$ cat config.mk
export PLATFORM = sky130hd
export DESIGN_NAME = pc_unit_flat
export DESIGN_NICKNAME = d
export VERILOG_FILES = /design/src/rtl/mips_pkg.sv /design/src/rtl/pc_unit_if.sv /design/src/rtl/ras_stack.sv /design/src/rtl/pc_unit.sv /design/src/flat_wrapper.sv
export SDC_FILE = /design/constraint.sdc
export NUM_CORES = 1
export LEC_CHECK = 0
export CELL_PAD_IN_SITES_DETAIL_PLACEMENT = 0
export CELL_PAD_IN_SITES_GLOBAL_PLACEMENT = 1
export CORE_MARGIN = 5
export CORE_UTILIZATION = 44
export CTS_CLUSTER_SIZE = 20
export DETAILED_ROUTE_END_ITERATION = 12
export PLACE_DENSITY = 0.89
export SYNTH_ARGS = -nofsm -noshare
export SYNTH_HDL_FRONTEND = slang
export SYNTH_SLANG_ARGS = --single-unit
$ cat constraint.sdc
create_clock -name clk -period 13.58 [get_ports clk]
set_input_delay 2.037 -clock clk [delete_from_list [all_inputs] [get_ports clk]]
set_output_delay 2.037 -clock clk [all_outputs]
set_load 0.02 [all_outputs]
$ cat src/rtl/mips_pkg.sv
`default_nettype none
// ============================================================================
// Module      : mips_pkg
// Description : Shared constants and next-PC source encoding for the fetch PC.
// Revision    : 1.0 - initial release
// ============================================================================
package mips_pkg;

  localparam int unsigned DEF_WIDTH        = 32;
  localparam logic [31:0] DEF_RESET_VECTOR = 32'h0040_0020;
  localparam logic [31:0] DEF_EXC_VECTOR   = 32'h8000_0180;
  localparam int unsigned DEF_INSTR_BYTES  = 4;
  localparam int unsigned DEF_RAS_DEPTH    = 4;

  typedef enum logic [2:0] {
    SRC_SEQ  = 3'd0,
    SRC_BR   = 3'd1,
    SRC_JMP  = 3'd2,
    SRC_RET  = 3'd3,
    SRC_EXC  = 3'd4,
    SRC_HOLD = 3'd5
  } pc_src_e;

endpackage
`default_nettype wire

$ cat src/rtl/pc_unit_if.sv
`default_nettype none
// ============================================================================
// Module      : pc_unit_if
// Description : Control/target inputs and PC/status outputs of the fetch PC.
// Revision    : 1.0 - initial release
// ============================================================================
interface pc_unit_if #(
  parameter int unsigned WIDTH = 32
);
  logic             stall;
  logic             exc_req;
  logic             branch_taken;
  logic [WIDTH-1:0] branch_target;
  logic             jump_en;
  logic [WIDTH-1:0] jump_target;
  logic             link_en;
  logic             ret_en;
  logic [WIDTH-1:0] reg_target;
  logic [WIDTH-1:0] pc;
  logic [WIDTH-1:0] pc_next_seq;
  logic [WIDTH-1:0] epc;
  logic             misalign_fault;
  logic             ras_empty;
  logic             ras_overflow;

  modport master (
    output stall, exc_req, branch_taken, branch_target, jump_en, jump_target,
           link_en, ret_en, reg_target,
    input  pc, pc_next_seq, epc, misalign_fault, ras_empty, ras_overflow
  );

  modport slave (
    input  stall, exc_req, branch_taken, branch_target, jump_en, jump_target,
           link_en, ret_en, reg_target,
    output pc, pc_next_seq, epc, misalign_fault, ras_empty, ras_overflow
  );
endinterface
`default_nettype wire

$ cat src/rtl/ras_stack.sv
`default_nettype none
// ============================================================================
// Module      : ras_stack
// Description : Circular return-address LIFO; a push when full drops the oldest.
// Revision    : 1.0 - initial release
// ============================================================================
module ras_stack #(
  parameter int unsigned WIDTH     = 32,
  parameter int unsigned RAS_DEPTH = 4
) (
  input  logic             clk,
  input  logic             rst_n,
  input  logic             push_i,
  input  logic             pop_i,
  input  logic [WIDTH-1:0] push_data_i,
  output logic [WIDTH-1:0] top_o,
  output logic             empty_o,
  output logic             overflow_o
);

  localparam int unsigned PTR_W = $clog2(RAS_DEPTH);
  localparam int unsigned CNT_W = PTR_W + 1;

  logic [WIDTH-1:0] mem_q [RAS_DEPTH];
  logic [PTR_W-1:0] ptr_q, ptr_d;
  logic [CNT_W-1:0] count_q, count_d;
  logic             ovf_q, ovf_d;

  logic             w_empty;
  logic             w_full;
  logic             w_do_pop;
  logic [PTR_W-1:0] w_top_idx;
  logic [PTR_W-1:0] w_wr_idx;

  // ptr_q is the next free slot; the top entry sits just below it.
  assign w_empty   = (count_q == '0);
  assign w_full    = (count_q == CNT_W'(RAS_DEPTH));
  assign w_do_pop  = pop_i && !w_empty;
  assign w_top_idx = ptr_q - PTR_W'(1);

  always_comb begin
    ptr_d    = ptr_q;
    count_d  = count_q;
    ovf_d    = ovf_q;
    w_wr_idx = ptr_q;
    if (w_do_pop && push_i) begin
      // Call-through-return: the push reuses the slot the pop just freed.
      w_wr_idx = w_top_idx;
    end else if (w_do_pop) begin
      ptr_d   = w_top_idx;
      count_d = count_q - CNT_W'(1);
    end else if (push_i) begin
      ptr_d = ptr_q + PTR_W'(1);
      if (w_full) begin
        ovf_d = 1'b1;
      end else begin
        count_d = count_q + CNT_W'(1);
      end
    end
  end

  always_ff @(posedge clk) begin
    if (!rst_n) begin
      ptr_q   <= '0;
      count_q <= '0;
      ovf_q   <= 1'b0;
    end else begin
      ptr_q   <= ptr_d;
      count_q <= count_d;
      ovf_q   <= ovf_d;
    end
  end

  always_ff @(posedge clk) begin
    if (rst_n && push_i) begin
      mem_q[w_wr_idx] <= push_data_i;
    end
  end

  assign top_o      = mem_q[w_top_idx];
  assign empty_o    = w_empty;
  assign overflow_o = ovf_q;

endmodule
`default_nettype wire

$ cat src/rtl/pc_unit.sv
`default_nettype none
// ============================================================================
// Module      : pc_unit
// Description : Fetch program counter with exception vectoring, EPC capture,
//               target alignment check and a return-address stack.
// Revision    : 1.0 - initial release
// ============================================================================
module pc_unit
  import mips_pkg::*;
#(
  parameter int unsigned      WIDTH        = DEF_WIDTH,
  parameter logic [WIDTH-1:0] RESET_VECTOR = WIDTH'(DEF_RESET_VECTOR),
  parameter logic [WIDTH-1:0] EXC_VECTOR   = WIDTH'(DEF_EXC_VECTOR),
  parameter int unsigned      INSTR_BYTES  = DEF_INSTR_BYTES,
  parameter int unsigned      RAS_DEPTH    = DEF_RAS_DEPTH
) (
  input  logic       clk,
  input  logic       rst_n,
  pc_unit_if.slave   bus
);

  localparam logic [WIDTH-1:0] STEP       = WIDTH'(INSTR_BYTES);
  localparam logic [WIDTH-1:0] ALIGN_MASK = WIDTH'(INSTR_BYTES - 1);

  logic [WIDTH-1:0] pc_q, pc_d;
  logic [WIDTH-1:0] epc_q, epc_d;
  logic             fault_q, fault_d;

  pc_src_e          w_src;
  logic [WIDTH-1:0] w_target;
  logic [WIDTH-1:0] w_pc_seq;
  logic             w_misaligned;
  logic             w_active;
  logic             w_push;
  logic             w_pop;
  logic [WIDTH-1:0] w_ras_top;
  logic             w_ras_empty;
  logic             w_ras_ovf;

  assign w_pc_seq = pc_q + STEP;
  assign w_active = !bus.exc_req && !bus.stall;
  assign w_push   = w_active && bus.link_en;
  assign w_pop    = w_active && bus.ret_en;

  ras_stack #(
    .WIDTH     (WIDTH),
    .RAS_DEPTH (RAS_DEPTH)
  ) u_ras (
    .clk         (clk),
    .rst_n       (rst_n),
    .push_i      (w_push),
    .pop_i       (w_pop),
    .push_data_i (w_pc_seq),
    .top_o       (w_ras_top),
    .empty_o     (w_ras_empty),
    .overflow_o  (w_ras_ovf)
  );

  // Source selection in strict priority order.
  always_comb begin
    w_src    = SRC_SEQ;
    w_target = w_pc_seq;
    if (bus.exc_req) begin
      w_src    = SRC_EXC;
      w_target = EXC_VECTOR;
    end else if (bus.stall) begin
      w_src    = SRC_HOLD;
      w_target = pc_q;
    end else if (bus.ret_en) begin
      w_src    = SRC_RET;
      w_target = w_ras_empty ? bus.reg_target : w_ras_top;
    end else if (bus.jump_en) begin
      w_src    = SRC_JMP;
      w_target = bus.jump_target;
    end else if (bus.branch_taken) begin
      w_src    = SRC_BR;
      w_target = bus.branch_target;
    end
  end

  assign w_misaligned = ((w_src == SRC_RET) || (w_src == SRC_JMP) || (w_src == SRC_BR))
                        && (|(w_target & ALIGN_MASK));

  always_comb begin
    pc_d    = pc_q;
    epc_d   = epc_q;
    fault_d = fault_q;
    case (w_src)
      SRC_EXC: begin
        pc_d    = EXC_VECTOR;
        epc_d   = pc_q;
        fault_d = 1'b0;
      end
      SRC_HOLD: begin
        pc_d    = pc_q;
      end
      default: begin
        if (w_misaligned) begin
          pc_d    = EXC_VECTOR;
          epc_d   = w_target;
          fault_d = 1'b1;
        end else begin
          pc_d    = w_target;
          fault_d = 1'b0;
        end
      end
    endcase
  end

  always_ff @(posedge clk) begin
    if (!rst_n) begin
      pc_q    <= RESET_VECTOR;
      epc_q   <= '0;
      fault_q <= 1'b0;
    end else begin
      pc_q    <= pc_d;
      epc_q   <= epc_d;
      fault_q <= fault_d;
    end
  end

  assign bus.pc             = pc_q;
  assign bus.pc_next_seq    = w_pc_seq;
  assign bus.epc            = epc_q;
  assign bus.misalign_fault = fault_q;
  assign bus.ras_empty      = w_ras_empty;
  assign bus.ras_overflow   = w_ras_ovf;

endmodule
`default_nettype wire

$ cat src/flat_wrapper.sv
// flat-port wrapper written by rule: the top's interface ports become plain ports
module pc_unit_flat import mips_pkg::*;
#(
  parameter int unsigned      WIDTH        = DEF_WIDTH,
  parameter logic [WIDTH-1:0] RESET_VECTOR = WIDTH'(DEF_RESET_VECTOR),
  parameter logic [WIDTH-1:0] EXC_VECTOR   = WIDTH'(DEF_EXC_VECTOR),
  parameter int unsigned      INSTR_BYTES  = DEF_INSTR_BYTES,
  parameter int unsigned      RAS_DEPTH    = DEF_RAS_DEPTH
)
  (clk, rst_n, bus_stall, bus_exc_req, bus_branch_taken, bus_branch_target, bus_jump_en, bus_jump_target, bus_link_en, bus_ret_en, bus_reg_target, bus_pc, bus_pc_next_seq, bus_epc, bus_misalign_fault, bus_ras_empty, bus_ras_overflow);
  pc_unit_if #(.WIDTH(WIDTH)) bus_i ();
  input  logic clk;
  input  logic rst_n;
  input wire logic [$bits(bus_i.stall)-1:0] bus_stall;
  input wire logic [$bits(bus_i.exc_req)-1:0] bus_exc_req;
  input wire logic [$bits(bus_i.branch_taken)-1:0] bus_branch_taken;
  input wire logic [$bits(bus_i.branch_target)-1:0] bus_branch_target;
  input wire logic [$bits(bus_i.jump_en)-1:0] bus_jump_en;
  input wire logic [$bits(bus_i.jump_target)-1:0] bus_jump_target;
  input wire logic [$bits(bus_i.link_en)-1:0] bus_link_en;
  input wire logic [$bits(bus_i.ret_en)-1:0] bus_ret_en;
  input wire logic [$bits(bus_i.reg_target)-1:0] bus_reg_target;
  output wire logic [$bits(bus_i.pc)-1:0] bus_pc;
  output wire logic [$bits(bus_i.pc_next_seq)-1:0] bus_pc_next_seq;
  output wire logic [$bits(bus_i.epc)-1:0] bus_epc;
  output wire logic [$bits(bus_i.misalign_fault)-1:0] bus_misalign_fault;
  output wire logic [$bits(bus_i.ras_empty)-1:0] bus_ras_empty;
  output wire logic [$bits(bus_i.ras_overflow)-1:0] bus_ras_overflow;
  assign bus_i.stall = bus_stall;
  assign bus_i.exc_req = bus_exc_req;
  assign bus_i.branch_taken = bus_branch_taken;
  assign bus_i.branch_target = bus_branch_target;
  assign bus_i.jump_en = bus_jump_en;
  assign bus_i.jump_target = bus_jump_target;
  assign bus_i.link_en = bus_link_en;
  assign bus_i.ret_en = bus_ret_en;
  assign bus_i.reg_target = bus_reg_target;
  assign bus_pc = bus_i.pc;
  assign bus_pc_next_seq = bus_i.pc_next_seq;
  assign bus_epc = bus_i.epc;
  assign bus_misalign_fault = bus_i.misalign_fault;
  assign bus_ras_empty = bus_i.ras_empty;
  assign bus_ras_overflow = bus_i.ras_overflow;
  pc_unit #(.WIDTH(WIDTH), .RESET_VECTOR(RESET_VECTOR), .EXC_VECTOR(EXC_VECTOR), .INSTR_BYTES(INSTR_BYTES), .RAS_DEPTH(RAS_DEPTH)) u_core (.clk(clk), .rst_n(rst_n), .bus(bus_i));
endmodule
* After elaboration in Yosys (flattened, before gate mapping) *
Memories as Yosys holds them, arrays and structs flattened.
Cells that the tools add are included.
Widths: inputs -> output; s select.

word-level totals
  bits in registers = 71
  memory bits (writable) = 128
  bits of input ports = 104
  output and inout bits = 99
  word-level logic and storage cells = 67
  memories = 1

cells by class
  add/subtract/negate cells = 5
  equality and inequality tests = 7
  mux-type cells = 25
  bitwise gates (word level) = 3
  reduce and logical (&&, ||, !) cells = 20

memories
  memory              depth  bits a word  rd ports  clocked after Yosys merged registers in  wr ports  RTL line         source
  u_core.u_ras.mem_q  4      32           1         0                                        1         ras_stack.sv:24  logic [WIDTH-1:0] mem_q [RAS_DEPTH];

operators with widths
  kind                   number
  $mux 32                8
  $pmux 32 s2            2
  $add 32x3->32 const B  1
  $mux 3                 7
  $eq 3x3->1 const B     3
  $logic_and 1x1->1      7
  $eq 3x2->1 const B     2
  $mux 2                 3
  $mux 1                 4
  $reduce_and 2->1       2
  $reduce_and 4->1       1
  $reduce_bool 2->1      2
  $add 3x1->3 const B    1
  $eq 3x1->1 const B     1
  $logic_not 1->1        3
  $logic_not 3->1        1
  $not 1->1              3
  $reduce_and 3->1       1
  $sub 3x1->3 const B    1
  $add 2x1->2 const B    1
  $logic_or 1x1->1       2
  $ne 2x1->1 const B     1
  $pmux 1 s2             1
  $reduce_or 2->1        1
  $sub 2x1->2 const B    1

* Depth between registers and ports, before layout *
  depth after elaboration = 11
  gate-level depth with buffers = 10
  gate-level depth less buffers = 7

* Hierarchy *
Synthesis repeated with hierarchy kept, for this count alone.

unflattened totals
  cell total of the unflattened synthesis = 851
  area total of the unflattened synthesis = 9843.2 µm²

by module, submodules not included
  module     instances  cells an instance  area an instance (µm²)
  ras_stack  1          244                5216.3
  pc_unit    1          607                4626.9

* Worst setup path after synthesis *
OpenSTA, ideal clock, no wires.

  path type = input-to-reg
  from = input port bus_exc_req
  to = memory u_core.u_ras.mem_q[0][0], enable pin
  arrival time = 6.487 ns
  required time = 13.079 ns
  path slack = 6.591 ns
  stages = 8
  cells stage by stage = clkbuf_1 > nor2_1 > clkbuf_1 > nand2_1 > inv_1 > ha_1 > nor2b_1 > nor4_1

on the way
  longest elaborated chain between the ends = 6
  elaborated cells between the ends (all ways) = 10

RTL lines
  what                                                           RTL line                          source
  from (decl)                                                    flat_wrapper.sv:15                input wire logic [$bits(bus_i.exc_req)-1:0] bus_exc_req;
  $logic_not 1->1 (*)                                            pc_unit.sv:41                     assign w_active = !bus.exc_req && !bus.stall;
  $logic_and 1x1->1 (*)                                          pc_unit.sv:41
  $logic_and 1x1->1, on equally long branches                    pc_unit.sv:42, pc_unit.sv:43
  $logic_and 1x1->1, on equally long branches                    ras_stack.sv:75, ras_stack.sv:38
  $mux 1 / $logic_and 1x1->1 (equally long branches)             ras_stack.sv:75, ras_stack.sv:46
  $mux 1 (implied by the code) / $mux 2 (equally long branches)  ras_stack.sv:76, ras_stack.sv:46
  to (decl)                                                      ras_stack.sv:24

Mark *: on every way between the ends. The rest lies on a longest branch, timed or not.

* Final worst setup path *
  from = register u_core.pc_q[8] (netlist: u_core.bus.pc[8])
  to = output port bus_pc_next_seq[31]

on the way
  longest elaborated chain between the ends = 1

RTL lines
  what                    RTL line            source
  from (decl)             pc_unit.sv:25       logic [WIDTH-1:0] pc_q, pc_d;
  from (signal assigned)  pc_unit.sv:116      pc_q <= pc_d;
  $add 32x3->32           pc_unit.sv:40       assign w_pc_seq = pc_q + STEP;
  to (decl)               flat_wrapper.sv:24  output wire logic [$bits(bus_i.pc_next_seq)-1:0] bus_pc_next_seq;

Every way passes these cells.

==> metrics <==
Yosys top cell area share=approximately 39%; synthesis-stage register bit count=around 200; category of the most critical setup path=flip-flop to primary output; total number of H-tree levels=4; hpwl dp=about 25000 um; number of cells on the worst reg-to-reg path=8; share of the clock period used by the worst path=between 40% and 50%; post-CTS resize count=0; FF-to-FF setup slack=10.08 ns; cell type with the highest occurrence count on the critical path=sky130_fd_sc_hd__nand4_1; setup violators final=0; die width=160 um; cell count after synthesis=868; Worst-path clk slew=0.08 ns; Final #Nets=1140; final-layout setup total negative slack=0 ns; count of buffers from port buffering=~200; count of unresolved DRC violations after routing=0; root buffer cell=sky130_fd_sc_hd__clkbuf_16; fillcell total=about 1800; grt ovf=0; portion of the post-synthesis area used by sequential elements=between 50% and 60%; arrival time reported for the critical path endpoint=between 3 and 4 ns; maximum capacitance violations=0; maximum resistive drop on vdd=around 0.083 mV; maximum number of pins on one net before global-route repair=54; clock tree from TritonCTS=built; path type of the worst min-delay path=flip-flop to flip-flop; predominant post-synthesis flop cell=sky130_fd_sc_hd__edfxtp_1; most instantiated cells after synthesis=sky130_fd_sc_hd__edfxtp_1, sky130_fd_sc_hd__nand2_1, sky130_fd_sc_hd__dfxtp_1; Synthesized Nets=976; CTS Hold Buffers Added=0; initial detailed-routing violation count=875; most repeated cell in the gate-level netlist after synthesis=sky130_fd_sc_hd__edfxtp_1; DR vias/cell=between 6 and 7; number of distinct library cells after synthesis=76; mean area per synthesized cell=around 11 um^2; detailed-routing iteration count for the pre-antenna-repair pass=6; end of the worst register-to-register path=u_core.u_ras.mem_q[0][10]$_DFFE_PP_; count of flip-flops with a built-in enable after synthesis=between 100 and 150; Ports=about 200; hold_sp=u_core.bus.epc[7]$_SDFFE_PN0P_; reported leakage power=~4.2 nW; die outline area=around 26000 um^2; total number of clock tree sinks=between 150 and 200; Overall Global Routing Usage=between 20% and 30%; power density over the cells=113 nW/um^2; met2 wire length=16800 um; slew at the pin with the worst max-slew slack=~1.2 ns; Crit path largest cell delay=~0.75 ns; total wire length after detailed routing=34500 um; min cycle time layout=5.66 ns; CP Launch Type=flip-flop; tightest slew margin relative to the limit=a little over a fifth; antenna violations before repair=0; Crit Path Max Fanout=9; worst clock skew on the final layout=0.0125 ns; startpoint of the most critical register-to-register path=u_core.u_ras.count_q[0]$_SDFFE_PN0P_; highest attainable clock frequency=0.177 GHz; async set-or-reset flop fraction in the synthesized netlist=0%; run status=finished, final reports clean; count of final hold-check violations=0; series of cell instances along the critical path=nand4_1, nor3_1, nand4_1, xnor2_1, clkdlybuf4s50_1; highest signal layer in the routed design=met4; worst-skew pair later-pin latency=0.44 ns; endpoint kind of the worst setup timing path=primary output; routed vias=~8400; wire length of the first global-routing pass=51100 um; mapped cell area=9890 um^2; max-slew violations=0; layout overhead on the synthesized area=28.1%; RSZ-0062 raised after global routing=no; worst hold path stage count=2; worst-case hold path end point=u_core.bus.epc[7]$_SDFFE_PN0P_; maximum clock insertion buffer count=2; share of post-route cells with drive strength above 1=between 10% and 20%; number of global-route vias before repair=approximately 8000; number of buffers and inverters on the critical path=1; row count=54; met1 wire length=around 13000 um; Synth area leader=sky130_fd_sc_hd__edfxtp_1; family of cells with the greatest summed delay on the critical path=simple AND/OR/NAND/NOR gates; Synth area leaders=sky130_fd_sc_hd__edfxtp_1, sky130_fd_sc_hd__dfxtp_1, sky130_fd_sc_hd__mux4_2; number of warnings issued by yosys=0; number of setup buffers added after CTS=0; total CTS buffers=17; average wire length per cell after detail routing=around 26 um; Final GP Congestion=0.942; post-route insts no fill=approximately 1300; sum of met3 wire segment lengths after detailed routing=3310 um; Post-Place Cells=between 1000 and 1500; die extent in y=about 160 um; CP Data Required Time=11.54 ns; remaining number of nets flagged by the antenna check after routing=0; cell at the slowest stage of the critical path=sky130_fd_sc_hd__clkdlybuf4s50_1; count of inserted antenna diode cells=0; core footprint=~22000 um^2; Initial Utilization=a little under half
worst min-delay path, stage by stage, from the launching register on:
cell and delay (ns):
sky130_fd_sc_hd__dfxtp_1 0.31, sky130_fd_sc_hd__nand2_1 0.05, sky130_fd_sc_hd__mux2i_1 0.05
state kept, by name, summed over array words and instances, names as in the netlist:
register                   cells
u_core.u_ras.count_q           3
u_core.bus.epc                32
u_core.u_ras.ptr_q             2
u_core.bus.pc                 32
u_core.u_ras.overflow_o        1
u_core.u_ras.mem_q           128
u_core.bus.misalign_fault      1
placed cells by master, fill, tap and decap left out, types with 9 or more instances in the layout:
master,instances
sky130_fd_sc_hd__clkbuf_16,17
sky130_fd_sc_hd__nand4_1,19
sky130_fd_sc_hd__nand2_1,88
sky130_fd_sc_hd__dfxtp_1,70
sky130_fd_sc_hd__mux4_2,31
sky130_fd_sc_hd__xor2_1,10
sky130_fd_sc_hd__a22oi_1,11
sky130_fd_sc_hd__mux2i_1,18
sky130_fd_sc_hd__nor2_1,39
sky130_fd_sc_hd__a221oi_1,12
sky130_fd_sc_hd__inv_1,17
sky130_fd_sc_hd__a211oi_2,9
sky130_fd_sc_hd__buf_4,19
sky130_fd_sc_hd__o211ai_1,9
sky130_fd_sc_hd__clkdlybuf4s50_1,201
sky130_fd_sc_hd__o22ai_1,14
sky130_fd_sc_hd__edfxtp_1,128
sky130_fd_sc_hd__a21oi_1,40
sky130_fd_sc_hd__a31oi_1,19
sky130_fd_sc_hd__o21ai_0,27
sky130_fd_sc_hd__nor3_1,21
sky130_fd_sc_hd__nand3_1,31
sky130_fd_sc_hd__xnor2_1,16
report_power, final:
group	switching [mW]	leakage [nW]	total, mW	internal [mW]
Clock	0.254	0.287	0.505	0.252
Sequential	0.0185	1.76	0.676	0.658
Combinational	0.140	2.17	0.246	0.106
Total	0.412	4.22	1.43	1.02
worst max-delay path by stage:
stage	slack, ns	endpoint	from	cells after the start
after floorplan	6.59	u_core.u_ras.mem_q[0][0]$_DFFE_PP_	bus_exc_req	8
after global placement	8.34	u_core.bus.epc[4]$_SDFFE_PN0P_	bus_jump_en	9
after detailed placement	8.20	u_core.u_ras.mem_q[0][22]$_DFFE_PP_	bus_stall	8
after CTS	7.94	bus_pc_next_seq[19]	u_core.bus.pc[6]$_SDFFE_PN0P_	5
after global routing	7.71	bus_pc_next_seq[19]	u_core.bus.pc[6]$_SDFFE_PN0P_	5
final	7.92	bus_pc_next_seq[31]	u_core.bus.pc[8]$_SDFFE_PN0P_	5
cell families (layout without fill, tap and decap cells):
group,after synthesis,after routing,share of synthesized area [%]
simple gates,262,262,13.1
compound gates,228,228,17.0
flops,199,199,53.2
buf+inv,96,273,4.33
mux,53,53,9.49
xor+xnor,26,26,2.30
fa+ha+maj,4,4,0.582
routing by layer:
| layer | vias up | global-route usage, % |
|---|---|---|
| met5 | - | 0 |
| met4 | 0 | 9.54 |
| met3 | 59 | 5.03 |
| met2 | 481 | 43.7 |
| met1 | 4189 | 34.2 |
| li1 | 3690 | - |
through the flow:
stage | hold slack (ns) | area, um^2 | total power [mW] | worst slack [ns] | util, %
after floorplan | 0.498 | 9890 | 0.820 | 6.59 | -
after global placement | 0.448 | 12100 | 0.932 | 8.34 | 55.0
after detailed placement | 0.455 | 12100 | 0.933 | 8.20 | 55.0
after CTS | 0.467 | 12700 | 1.43 | 7.94 | 57.7
after global routing | 0.487 | 12700 | 1.47 | 7.71 | 57.7
final | 0.463 | 12700 | 1.43 | 7.92 | 57.7
area by class of cell:
cell class / instances / area, um^2 / share of cell area, %
Timing Repair Buffer: 221 / 2160 / 17.0
Clock buffer: 18 / 439 / 3.47
Multi-Input combinational cell: 573 / 4230 / 33.4
Tap cell: 280 / 350 / 2.77
Clock inverter: 14 / 151 / 1.20
Inverter: 20 / 75.1 / 0.593
Sequential cell: 199 / 5270 / 41.6
(Power assumes the default switching activity.)
